### config.mk
export PLATFORM = sky130hd
export DESIGN_NAME = cgra_kernel_dispatcher_flat
export DESIGN_NICKNAME = d
export VERILOG_FILES = /design/src/rtl/cgra_pkg.sv /design/src/rtl/cgra_kernel_dispatcher_if.sv /design/src/rtl/cgra_req_fifo.sv /design/src/rtl/cgra_kernel_dispatcher.sv /design/src/flat_wrapper.sv
export SDC_FILE = /design/constraint.sdc
export NUM_CORES = 1
export LEC_CHECK = 0
export ABC_CLOCK_PERIOD_IN_PS = 3000
export BUFFER_PORTS_ARGS = -buffer_cell sky130_fd_sc_hd__buf_2
export CAP_MARGIN = 25
export CORE_ASPECT_RATIO = 1.25
export CORE_MARGIN = 5
export CORE_UTILIZATION = 53
export CTS_CLUSTER_DIAMETER = 100
export CTS_CLUSTER_SIZE = 30
export DETAILED_ROUTE_END_ITERATION = 6
export PLACE_DENSITY = 0.78
export SLEW_MARGIN = 25
export SYNTH_ARGS = -nofsm -noshare
export SYNTH_HDL_FRONTEND = slang
export SYNTH_SLANG_ARGS = --single-unit
### constraint.sdc
create_clock -name clk_i -period 3 [get_ports clk_i]
set_input_delay 0 -clock clk_i [delete_from_list [all_inputs] [get_ports clk_i]]
set_output_delay 0 -clock clk_i [all_outputs]
set_load 0.05 [all_outputs]
### src/rtl/cgra_pkg.sv
// cgra_pkg: shared dispatcher state type, default sizes and the mask rotate helper
package cgra_pkg;
  localparam int N_COL_DEF = 4;
  localparam int KER_ID_W_DEF = 4;
  localparam int MAX_COL = 32;
  localparam int IW = $clog2(MAX_COL);
  typedef enum logic [1:0] {IDLE, READ, FIND, WAIT_ACK} disp_state_t;
  function automatic logic [MAX_COL-1:0] rotl(input logic [MAX_COL-1:0] v, input int n, input int w);
    logic [MAX_COL-1:0] r;
    r = '0;
    for (int i = 0; i < MAX_COL; i++)
      if (i < w) r[IW'((i + n) % w)] = v[IW'(i)];
    return r;
  endfunction
endpackage

### src/rtl/cgra_kernel_dispatcher_if.sv
// cgra_kernel_dispatcher_if: host request, kernel-memory and column handshake bundle
interface cgra_kernel_dispatcher_if import cgra_pkg::*; #(
  parameter int N_COL = N_COL_DEF,
  parameter int KER_ID_W = KER_ID_W_DEF,
  parameter int QUEUE_DEPTH = 4
);
  logic req_valid_i;
  logic [KER_ID_W-1:0] req_ker_id_i;
  logic req_ready_o;
  logic [$clog2(QUEUE_DEPTH):0] queue_cnt_o;
  logic kmem_rd_o;
  logic [KER_ID_W-1:0] ker_id_o;
  logic [N_COL-1:0] ker_col_mask_i;
  logic [N_COL-1:0] acc_req_o;
  logic acc_ack_i;
  logic [N_COL-1:0] acc_end_i;
  logic [N_COL-1:0] col_busy_o;
  logic [N_COL-1:0] col_acc_map_o [N_COL];
  logic evt_o;
  logic err_o;
  modport master (
    output req_valid_i, req_ker_id_i, ker_col_mask_i, acc_ack_i, acc_end_i,
    input req_ready_o, queue_cnt_o, kmem_rd_o, ker_id_o, acc_req_o, col_busy_o, col_acc_map_o, evt_o, err_o
  );
  modport slave (
    input req_valid_i, req_ker_id_i, ker_col_mask_i, acc_ack_i, acc_end_i,
    output req_ready_o, queue_cnt_o, kmem_rd_o, ker_id_o, acc_req_o, col_busy_o, col_acc_map_o, evt_o, err_o
  );
endinterface

### src/rtl/cgra_req_fifo.sv
// cgra_req_fifo: synchronous FIFO with registered occupancy count, any word width
module cgra_req_fifo #(
  parameter int W = 4,
  parameter int DEPTH = 4,
  localparam int AW = $clog2(DEPTH),
  localparam int CW = AW + 1
) (
  input logic clk_i,
  input logic rst_ni,
  input logic push,
  input logic [W-1:0] din,
  input logic pop,
  output logic [W-1:0] dout,
  output logic full,
  output logic empty,
  output logic [CW-1:0] cnt
);
  logic [W-1:0] mem [DEPTH];
  logic [AW-1:0] wp, rp;
  logic do_push, do_pop;
  assign do_push = push && !full;
  assign do_pop = pop && !empty;
  assign full = cnt == CW'(DEPTH);
  assign empty = cnt == '0;
  assign dout = mem[rp];
  // Storage, written only when there is room
  always_ff @(posedge clk_i)
    if (do_push) mem[wp] <= din;
  // Pointers and count; a simultaneous push and pop leaves the count unchanged
  always_ff @(posedge clk_i) begin
    if (!rst_ni) begin
      wp <= '0;
      rp <= '0;
      cnt <= '0;
    end else begin
      wp <= wp + AW'(do_push);
      rp <= rp + AW'(do_pop);
      cnt <= cnt + CW'(do_push) - CW'(do_pop);
    end
  end
endmodule

### src/rtl/cgra_kernel_dispatcher.sv
// cgra_kernel_dispatcher: queues kernel IDs, fetches column masks and places kernels on free columns
// CGRA_DISPATCH_ROTATE_EN enables rotated placement with a round-robin start offset
module cgra_kernel_dispatcher import cgra_pkg::*; #(
  parameter int N_COL = N_COL_DEF,
  parameter int KER_ID_W = KER_ID_W_DEF,
  parameter int QUEUE_DEPTH = 4
) (
  input logic clk_i,
  input logic rst_ni,
  cgra_kernel_dispatcher_if.slave bus
);
  disp_state_t state;
  logic [N_COL-1:0] mask_q, col_busy, cand;
  logic [KER_ID_W-1:0] head;
  logic [$clog2(QUEUE_DEPTH):0] cnt;
  logic full, empty, push, pop, fit, ack_fire;
  assign push = bus.req_valid_i && bus.req_ready_o && bus.req_ker_id_i != '0;
  assign pop = state == IDLE && !empty;
  assign ack_fire = state == WAIT_ACK && bus.acc_ack_i;
  assign bus.req_ready_o = !full;
  assign bus.queue_cnt_o = cnt;
  assign bus.col_busy_o = col_busy;
  cgra_req_fifo #(.W(KER_ID_W), .DEPTH(QUEUE_DEPTH)) fifo (
    .clk_i(clk_i), .rst_ni(rst_ni), .push(push), .din(bus.req_ker_id_i), .pop(pop),
    .dout(head), .full(full), .empty(empty), .cnt(cnt)
  );
`ifdef CGRA_DISPATCH_ROTATE_EN
  localparam int OW = $clog2(N_COL);
  logic [OW-1:0] rr_ptr, win_off, off;
  logic [MAX_COL-1:0] rot;
  int k;
  // Try offsets from rr_ptr upward; iterating in reverse lets the earliest fitting offset win
  always_comb begin
    fit = 1'b0;
    cand = '0;
    off = '0;
    rot = '0;
    k = 0;
    for (int i = N_COL - 1; i >= 0; i--) begin
      k = (int'(rr_ptr) + i) % N_COL;
      rot = rotl(MAX_COL'(mask_q), k, N_COL);
      if ((rot & MAX_COL'(col_busy)) == '0) begin
        fit = 1'b1;
        cand = rot[N_COL-1:0];
        off = OW'(k);
      end
    end
  end
`else
  assign cand = mask_q;
  assign fit = (mask_q & col_busy) == '0;
`endif
  // Dispatch FSM: pop a request, read its mask, place it, hold the request until ack
  always_ff @(posedge clk_i) begin
    if (!rst_ni) begin
      state <= IDLE;
      mask_q <= '0;
      bus.kmem_rd_o <= 1'b0;
      bus.ker_id_o <= '0;
      bus.acc_req_o <= '0;
      bus.err_o <= 1'b0;
`ifdef CGRA_DISPATCH_ROTATE_EN
      rr_ptr <= '0;
      win_off <= '0;
`endif
    end else begin
      bus.kmem_rd_o <= 1'b0;
      bus.err_o <= 1'b0;
      case (state)
        IDLE: if (!empty) begin
          bus.ker_id_o <= head;
          bus.kmem_rd_o <= 1'b1;
          state <= READ;
        end
        READ: begin
          mask_q <= bus.ker_col_mask_i;
          bus.err_o <= bus.ker_col_mask_i == '0;
          state <= bus.ker_col_mask_i == '0 ? IDLE : FIND;
        end
        FIND: if (fit) begin
          bus.acc_req_o <= cand;
`ifdef CGRA_DISPATCH_ROTATE_EN
          win_off <= off;
`endif
          state <= WAIT_ACK;
        end
        WAIT_ACK: if (bus.acc_ack_i) begin
          bus.acc_req_o <= '0;
`ifdef CGRA_DISPATCH_ROTATE_EN
          rr_ptr <= win_off == OW'(N_COL - 1) ? '0 : win_off + 1'b1;
`endif
          state <= IDLE;
        end
        default: state <= IDLE;
      endcase
    end
  end
  // Column occupancy and sharing map: ack sets, end clears, set wins on a collision
  always_ff @(posedge clk_i) begin
    if (!rst_ni) begin
      col_busy <= '0;
      bus.evt_o <= 1'b0;
      for (int c = 0; c < N_COL; c++) bus.col_acc_map_o[c] <= '0;
    end else begin
      bus.evt_o <= |bus.acc_end_i;
      col_busy <= (col_busy & ~bus.acc_end_i) | (ack_fire ? bus.acc_req_o : '0);
      for (int c = 0; c < N_COL; c++)
        bus.col_acc_map_o[c] <= ack_fire && bus.acc_req_o[c] ? bus.acc_req_o :
                                bus.acc_end_i[c] ? '0 : bus.col_acc_map_o[c];
    end
  end
endmodule
### src/flat_wrapper.sv
// flat-port wrapper written by rule: the top's interface ports become plain ports
module cgra_kernel_dispatcher_flat import cgra_pkg::*;
#(
  parameter int N_COL = N_COL_DEF,
  parameter int KER_ID_W = KER_ID_W_DEF,
  parameter int QUEUE_DEPTH = 4
)
  (clk_i, rst_ni, bus_req_valid_i, bus_req_ker_id_i, bus_ker_col_mask_i, bus_acc_ack_i, bus_acc_end_i, bus_req_ready_o, bus_queue_cnt_o, bus_kmem_rd_o, bus_ker_id_o, bus_acc_req_o, bus_col_busy_o, bus_col_acc_map_o, bus_evt_o, bus_err_o);
  cgra_kernel_dispatcher_if #(.N_COL(N_COL), .KER_ID_W(KER_ID_W), .QUEUE_DEPTH(QUEUE_DEPTH)) bus_i ();
  input logic clk_i;
  input logic rst_ni;
  input wire logic [$bits(bus_i.req_valid_i)-1:0] bus_req_valid_i;
  input wire logic [$bits(bus_i.req_ker_id_i)-1:0] bus_req_ker_id_i;
  input wire logic [$bits(bus_i.ker_col_mask_i)-1:0] bus_ker_col_mask_i;
  input wire logic [$bits(bus_i.acc_ack_i)-1:0] bus_acc_ack_i;
  input wire logic [$bits(bus_i.acc_end_i)-1:0] bus_acc_end_i;
  output wire logic [$bits(bus_i.req_ready_o)-1:0] bus_req_ready_o;
  output wire logic [$bits(bus_i.queue_cnt_o)-1:0] bus_queue_cnt_o;
  output wire logic [$bits(bus_i.kmem_rd_o)-1:0] bus_kmem_rd_o;
  output wire logic [$bits(bus_i.ker_id_o)-1:0] bus_ker_id_o;
  output wire logic [$bits(bus_i.acc_req_o)-1:0] bus_acc_req_o;
  output wire logic [$bits(bus_i.col_busy_o)-1:0] bus_col_busy_o;
  output wire logic [$bits(bus_i.col_acc_map_o)-1:0] bus_col_acc_map_o;
  output wire logic [$bits(bus_i.evt_o)-1:0] bus_evt_o;
  output wire logic [$bits(bus_i.err_o)-1:0] bus_err_o;
  assign bus_i.req_valid_i = bus_req_valid_i;
  assign bus_i.req_ker_id_i = bus_req_ker_id_i;
  assign bus_i.ker_col_mask_i = bus_ker_col_mask_i;
  assign bus_i.acc_ack_i = bus_acc_ack_i;
  assign bus_i.acc_end_i = bus_acc_end_i;
  assign bus_req_ready_o = bus_i.req_ready_o;
  assign bus_queue_cnt_o = bus_i.queue_cnt_o;
  assign bus_kmem_rd_o = bus_i.kmem_rd_o;
  assign bus_ker_id_o = bus_i.ker_id_o;
  assign bus_acc_req_o = bus_i.acc_req_o;
  assign bus_col_busy_o = bus_i.col_busy_o;
  assign bus_col_acc_map_o = {>>{bus_i.col_acc_map_o}};
  assign bus_evt_o = bus_i.evt_o;
  assign bus_err_o = bus_i.err_o;
  cgra_kernel_dispatcher #(.N_COL(N_COL), .KER_ID_W(KER_ID_W), .QUEUE_DEPTH(QUEUE_DEPTH)) u_core (.clk_i(clk_i), .rst_ni(rst_ni), .bus(bus_i));
endmodule
# Word-level counts from Yosys, hierarchy flattened
# Memories as Yosys holds them, arrays and structs flattened. A register that Yosys moved wholly into a read port is not among the register bits.
# Index checks and enable logic that the tools add are counted.
[op_classes]
eq_ne = 7
reduce_logical = 29
muxes = 20
addsub = 4
n_bitwise = 5
[op_table]
columns = ["op", "n"]
rows = [
  ["$mux W4", 11],
  ["$logic_and A1 B1 Y1", 10],
  ["$reduce_bool A2 Y1", 5],
  ["$and A4 B4 Y4", 2],
  ["$logic_not A4 Y1", 2],
  ["$mux W2", 4],
  ["$pmux W2 S4", 1],
  ["$pmux W4 S2", 1],
  ["$reduce_and A2 Y1", 3],
  ["$reduce_and A3 Y1", 2],
  ["$add A2 B1 Y2", 2],
  ["$eq A2 B2 Y1 const B", 2],
  ["$ne A2 B2 Y1 const B", 2],
  ["$not A4 Y4", 1],
  ["$or A4 B4 Y4", 1],
  ["$reduce_bool A4 Y1", 1],
  ["$reduce_or A4 Y1", 1],
  ["$add A3 B1 Y3", 1],
  ["$eq A3 B3 Y1 const B", 1],
  ["$logic_not A1 Y1", 3],
  ["$logic_not A3 Y1", 1],
  ["$mux W1", 3],
  ["$sub A3 B1 Y3", 1],
  ["$eq A2 B1 Y1 const B", 1],
  ["other kinds (3)", 3],
]
[totals]
mem_bits_rw = 16
in_bits = 16
elab_cells = 80
reg_bits = 40
mem_count = 1
output_inout_bits = 35
[memory_table]
columns = ["memory", "depth", "width", "rd", "rd_ports_with_merged_regs", "write_ports", "line_no", "text"]
rows = [
  ["u_core.fifo.mem", 4, 4, 1, 1, 1, "cgra_req_fifo.sv:18", "logic [W-1:0] mem [DEPTH];"],
]

# Logic depth before layout (Yosys ltp)
[logic_depth]
word_depth = 7
ltp_mapped = 9
depth_no_buf = 9

# Hierarchy
# A second synthesis with hierarchy kept.
[hier_totals]
hier_cells = 206
area_unflattened_um2 = 2402.3
[modules_own_cells]
columns = ["module", "seq_area_each_um2", "area_per_inst_um2", "cells_per_inst", "instances"]
rows = [
  ["cgra_kernel_dispatcher", 740.7, 1447.6, 149, 1],
  ["cgra_req_fifo", 620.6, 954.7, 57, 1],
]

# Worst setup path before layout
# Ideal clock, no wire load.
[synth_timing]
path_type = "flip-flop to flip-flop"
from = "register u_core.fifo.cnt[2]"
to = "register u_core.fifo.cnt[2]"
n_path_buf = 0
period_less_slack_ps = 2782
t_required_ps = 2885
path_stages_with_launch = 10
setup_time_ps = 115
slack_ps = 218
t_arrival_ps = 2667
path_cell_list = "dfxtp_1 or3b_2 nand3_1 ha_1 inv_1 ha_1 fa_1 xnor2_1 xnor2_1 and2_1"
[synth_between]
elab_chain_cells = 7
word_cells_on_any_way = 11
classes_between = "add/sub (2); eq/ne (1); reduce/logical (8)"
[synth_lines]
columns = ["element", "line_no", "text"]
rows = [
  ["start, declared", "cgra_req_fifo.sv:16", "output logic [CW-1:0] cnt"],
  ["start signal, assigned", "cgra_req_fifo.sv:38", "cnt <= cnt + CW'(do_push) - CW'(do_pop);"],
  ["$eq A3 B3 Y1 (*)", "cgra_req_fifo.sv:23", "assign full = cnt == CW'(DEPTH);"],
  ["$logic_not A1 Y1 (*)", "cgra_kernel_dispatcher.sv:20", "assign bus.req_ready_o = !full;"],
  ["via bus_req_ready_o", "flat_wrapper.sv:17", "output wire logic [$bits(bus_i.req_ready_o)-1:0] bus_req_ready_o;"],
  ["$logic_and A1 B1 Y1 (2 in series)", "cgra_kernel_dispatcher.sv:17", "assign push = bus.req_valid_i && bus.req_ready_o && bus.req_ker_id_i != '0;"],
  ["$logic_and A1 B1 Y1 (*)", "cgra_req_fifo.sv:21", "assign do_push = push && !full;"],
  ["$add A3 B1 Y3 (*)", "cgra_req_fifo.sv:38", ""],
  ["$sub A3 B1 Y3 (*)", "cgra_req_fifo.sv:38", ""],
]
# Mark *: on every way through the listed nets, which the timed path passes. The rest lies on a longest branch.
# A chain may end at the register's enable or synchronous reset.

# Final worst setup path
[layout_timing]
from = "register u_core.fifo.cnt[2]"
to = "register u_core.fifo.cnt[2]"
[layout_between]
word_cells_on_any_way = 11
classes_between = "add/sub (2); eq/ne (1); reduce/logical (8)"
[layout_lines]
columns = ["element", "line_no", "text"]
rows = [
  ["$logic_not A3 Y1", "cgra_req_fifo.sv:24", "assign empty = cnt == '0;"],
  ["$logic_not A1 Y1", "cgra_kernel_dispatcher.sv:18", "assign pop = state == IDLE && !empty;"],
  ["$logic_and A1 B1 Y1", "cgra_kernel_dispatcher.sv:18", ""],
  ["via u_core.fifo.pop", "cgra_req_fifo.sv:12", "input logic pop,"],
  ["$logic_and A1 B1 Y1", "cgra_req_fifo.sv:22", "assign do_pop = pop && !empty;"],
  ["$sub A3 B1 Y3", "cgra_req_fifo.sv:38", ""],
]
# The timed path passes the listed nets, and every way through them passes these cells.

==> flow_metrics.env <==
export IMPL_run_status="complete, no violations"
export IMPL_numPlacedInstances=302
export IMPL_grtUsageTotal_pct=17.8
export IMPL_antenna_cells_inserted=0
export IMPL_dpl_instance_area_mm2=0.00270
export IMPL_synth_top_cell_by_area="dfxtp_1"
export IMPL_r2r_slack_ns=0.57
export IMPL_cts_tree="yes"
export IMPL_crit_chain="nor3_1 -> nor3_1 -> ha_1 -> inv_1 -> ha_1 -> fa_1 -> xnor2_1 -> xnor2_1 -> and2_1"
export IMPL_hold_path_class="in2reg"
export IMPL_grt_overflow=0
export IMPL_dp_hpwl_um=3390
export IMPL_start_util_pct=54.5
export IMPL_synth_top_family_by_area="simple AND/OR/NAND/NOR gates"
export IMPL_ant_nets=0
export IMPL_syn_nets=223
export IMPL_port_buffers=50
export IMPL_fin_cells=329
export IMPL_rsz0062_at_grt="no"
export IMPL_die_h_um=85.4
export IMPL_synth_area_mux_share_pct=7.06
export IMPL_synth_area_mm2=0.00241
export IMPL_synthToLayoutAreaGrowth_pct=25.0
export IMPL_syn_inst=202
export IMPL_tns_ns=0
export IMPL_synth_edf_count=16
export IMPL_critPathLaunchType="flip-flop"
export IMPL_cts_root_buf="clkbuf_8"
export IMPL_coreArea_mm2=0.00443
export IMPL_cp_max_fo=6
export IMPL_vias_per_cell=5.27
export IMPL_maxSlewViolCount=0
export IMPL_grt_max_degree=46
export IMPL_ys_types=37
export IMPL_clock_sinks=60
export IMPL_dieArea_mm2=0.00601
export IMPL_p_leak_uw=0.00125
export IMPL_antenna_found_initial=0
export IMPL_drc=0
export IMPL_finalInstanceArea_mm2=0.00301
export IMPL_wirelength_um=4920
export IMPL_worstPathArrival_ns=2.65
export IMPL_crit_slowest_cell="nor3_1"
export IMPL_grt_first_pass_wirelength_um=8290
export IMPL_finalClockSkew_ns=0.00839
export IMPL_synth_compound_area_share_pct=10.2
export IMPL_die_w_um=70.3
export IMPL_critPathKind="reg2reg"
export IMPL_crit_cells=9
export IMPL_synth_main_ff_cell="dfxtp_1"
export IMPL_ys_ff_latch=60
export IMPL_seq_area_frac_synth_pct=56.5
export IMPL_rr_startpoint="u_core.fifo.cnt[2]"
export IMPL_cts_path_max_buffers=2
export IMPL_worst_slew_pin_transition_ns=0.679
export IMPL_hold_violations=0
export IMPL_yosys_top_cells_area="dfxtp_1 (37%), edfxtp_1 (20%), a21boi_0 (6.5%)"
export IMPL_cts_setup_buffers=0
export IMPL_synth_top_area_share_pct=36.5
export IMPL_yosysMostFrequentCell="dfxtp_1"
export IMPL_drive_above_1_share_pct=28.4
export IMPL_whs_path_depth=3
export IMPL_slew_limit_headroom_pct=54.4
export IMPL_gp_congestion=0.735
export IMPL_clk_latency_ns=0.34
export IMPL_wl_per_cell_um=15.0
export IMPL_drtPass1Iterations=4
export IMPL_clk_pin_slew_ns=0.07
export IMPL_cp_num_buf_inv=1
export IMPL_nNetsFinal=287
export IMPL_fin_crit_sh_pct=80.8
export IMPL_synth_simple_area_share_pct=19.1
export IMPL_first_iter_violations=104
export IMPL_ys_warnings_count=0
export IMPL_crit_path_max_incr_delay_ns=0.54
export IMPL_vias=1734
export IMPL_max_freq_ghz=0.412
export IMPL_async_flop_share_pct=0
export IMPL_path_delay_family="adder cells"
export IMPL_tritoncts_num_buffers=9
export IMPL_cts_resized=0
export IMPL_max_cap_violations=0
export IMPL_rows=27
export IMPL_avgSynthCellArea_um2=11.9
export IMPL_worstRegToRegCells=9
export IMPL_ir_worst_vdd_uv=524
export IMPL_fillers=354
export IMPL_endpoint_kind="flip-flop"
export IMPL_hold_path_startpoint="bus_acc_end_i[2]"
export IMPL_fin_crit_ns=2.43
export IMPL_synthAdderAreaFrac_pct=2.91
export IMPL_synthTopCellsByCount="dfxtp_1 (44), a21boi_0 (21), edfxtp_1 (16), nand2_1 (14), nand3b_1 (12)"
export IMPL_grt_pass1_vias=1735
export IMPL_synth_xor_area_share_pct=1.45
export IMPL_startpoint="u_core.fifo.cnt[2]"
export IMPL_h_tree_depth=3
export IMPL_num_io_pins=51
export IMPL_finalSetupViolCount=0
export IMPL_worstPathRequired_ns=3.22
export IMPL_power_density_mw_per_mm2=810
## power breakdown
part           switching (uW)  leakage, uW  internal [uW]  total [uW]
combinational             439     0.000642            273         712
sequential               73.5     0.000504            939        1010
clock                     327     0.000104            387         713
## state kept, by name (all words and copies together) (netlist names), named ones only
signal / count
u_core.fifo.mem: 16
u_core.bus.col_busy_o: 4
u_core.bus.col_acc_map_o: 16
u_core.fifo.cnt: 3
u_core.bus.ker_id_o: 4
u_core.fifo.wp: 2
u_core.bus.evt_o: 1
u_core.fifo.rp: 2
u_core.cand: 4
u_core.bus.kmem_rd_o: 1
u_core.bus.acc_req_o: 4
u_core.bus.err_o: 1
u_core.state: 1
## layer usage
| layer | track usage (%) | part of all wire, % | up-vias |
|---|---|---|---|
| li1 | - | - | 863 |
| met1 | 20.4 | 41 | 812 |
| met2 | 29.4 | 50 | 48 |
| met3 | 5.92 | 6.4 | 11 |
| met4 | 9.06 | 2.4 | 0 |
| met5 | 0 | 0 | - |
## cell families after synthesis
| kind of cell | Yosys count |
|---|---|
| AO/OA/AOI/OAI | 31 |
| XOR/XNOR | 4 |
| multiplexers | 12 |
| AND/OR/NAND/NOR | 74 |
| adder cells (fa/ha/maj) | 5 |
| buffers and inverters | 16 |
| flip-flops | 60 |
## cells in the final DEF, fill, tap and decap left out, drive strengths merged, types with 8 or more instances in the layout
| cell | synthesis | final |
|---|---|---|
| a21boi | 21 | 21 |
| and2 | 8 | 8 |
| nand2 | 14 | 14 |
| nand3b | 12 | 12 |
| clkbuf | 9 | 9 |
| nand2b | 8 | 8 |
| buf | 1 | 52 |
| dlygate4sd3 | 0 | 11 |
| mux2i | 8 | 8 |
| dfxtp | 44 | 44 |
| edfxtp | 16 | 16 |
## metrics by stage
| step | worst slack [ns] | util [%] | hold slack [ns] | total power [uW] |
|---|---|---|---|---|
| floorplan | 0.218 | - | 0.0989 | 1570 |
| global placement | 0.667 | 61.1 | 0.223 | 1710 |
| detailed placement | 0.625 | 61.1 | 0.235 | 1730 |
| CTS | 0.563 | 68.1 | 0.0160 | 2470 |
| global route | 0.377 | 68.1 | 0.0169 | 2580 |
| finish | 0.575 | 68.1 | 0.0298 | 2440 |
## final cells by class
type	count	area [um^2]	area share (%)
Inverter	6	22.5	0.748
Sequential cell	60	1360	45.2
Timing Repair Buffer	63	375	12.5
Multi-Input combinational cell	126	982	32.6
Clock inverter	7	75.1	2.49
Clock buffer	9	124	4.11
Tap cell	58	72.6	2.41
## timing repair
| action | in CTS | in global routing |
|---|---|---|
| endpoints found under the hold margin | 23 | 0 |
| setup endpoints to repair | 0 | 0 |
| hold buffers | 11 | 0 |
## worst min-delay path: stages
cell	delay (ns)
buf_2	0.13
nand3b_1	0.11
a21boi_0	0.07
## final timing paths
| path | end |
|---|---|
| setup / recovery | u_core.fifo.cnt[2] |
| setup reg to reg | u_core.fifo.cnt[2] |
| hold reg to reg | u_core.bus.ker_id_o[3] |
| hold / removal | u_core.bus.col_acc_map_o[4] |
Note: power is estimated with default switching activity, not from simulation.
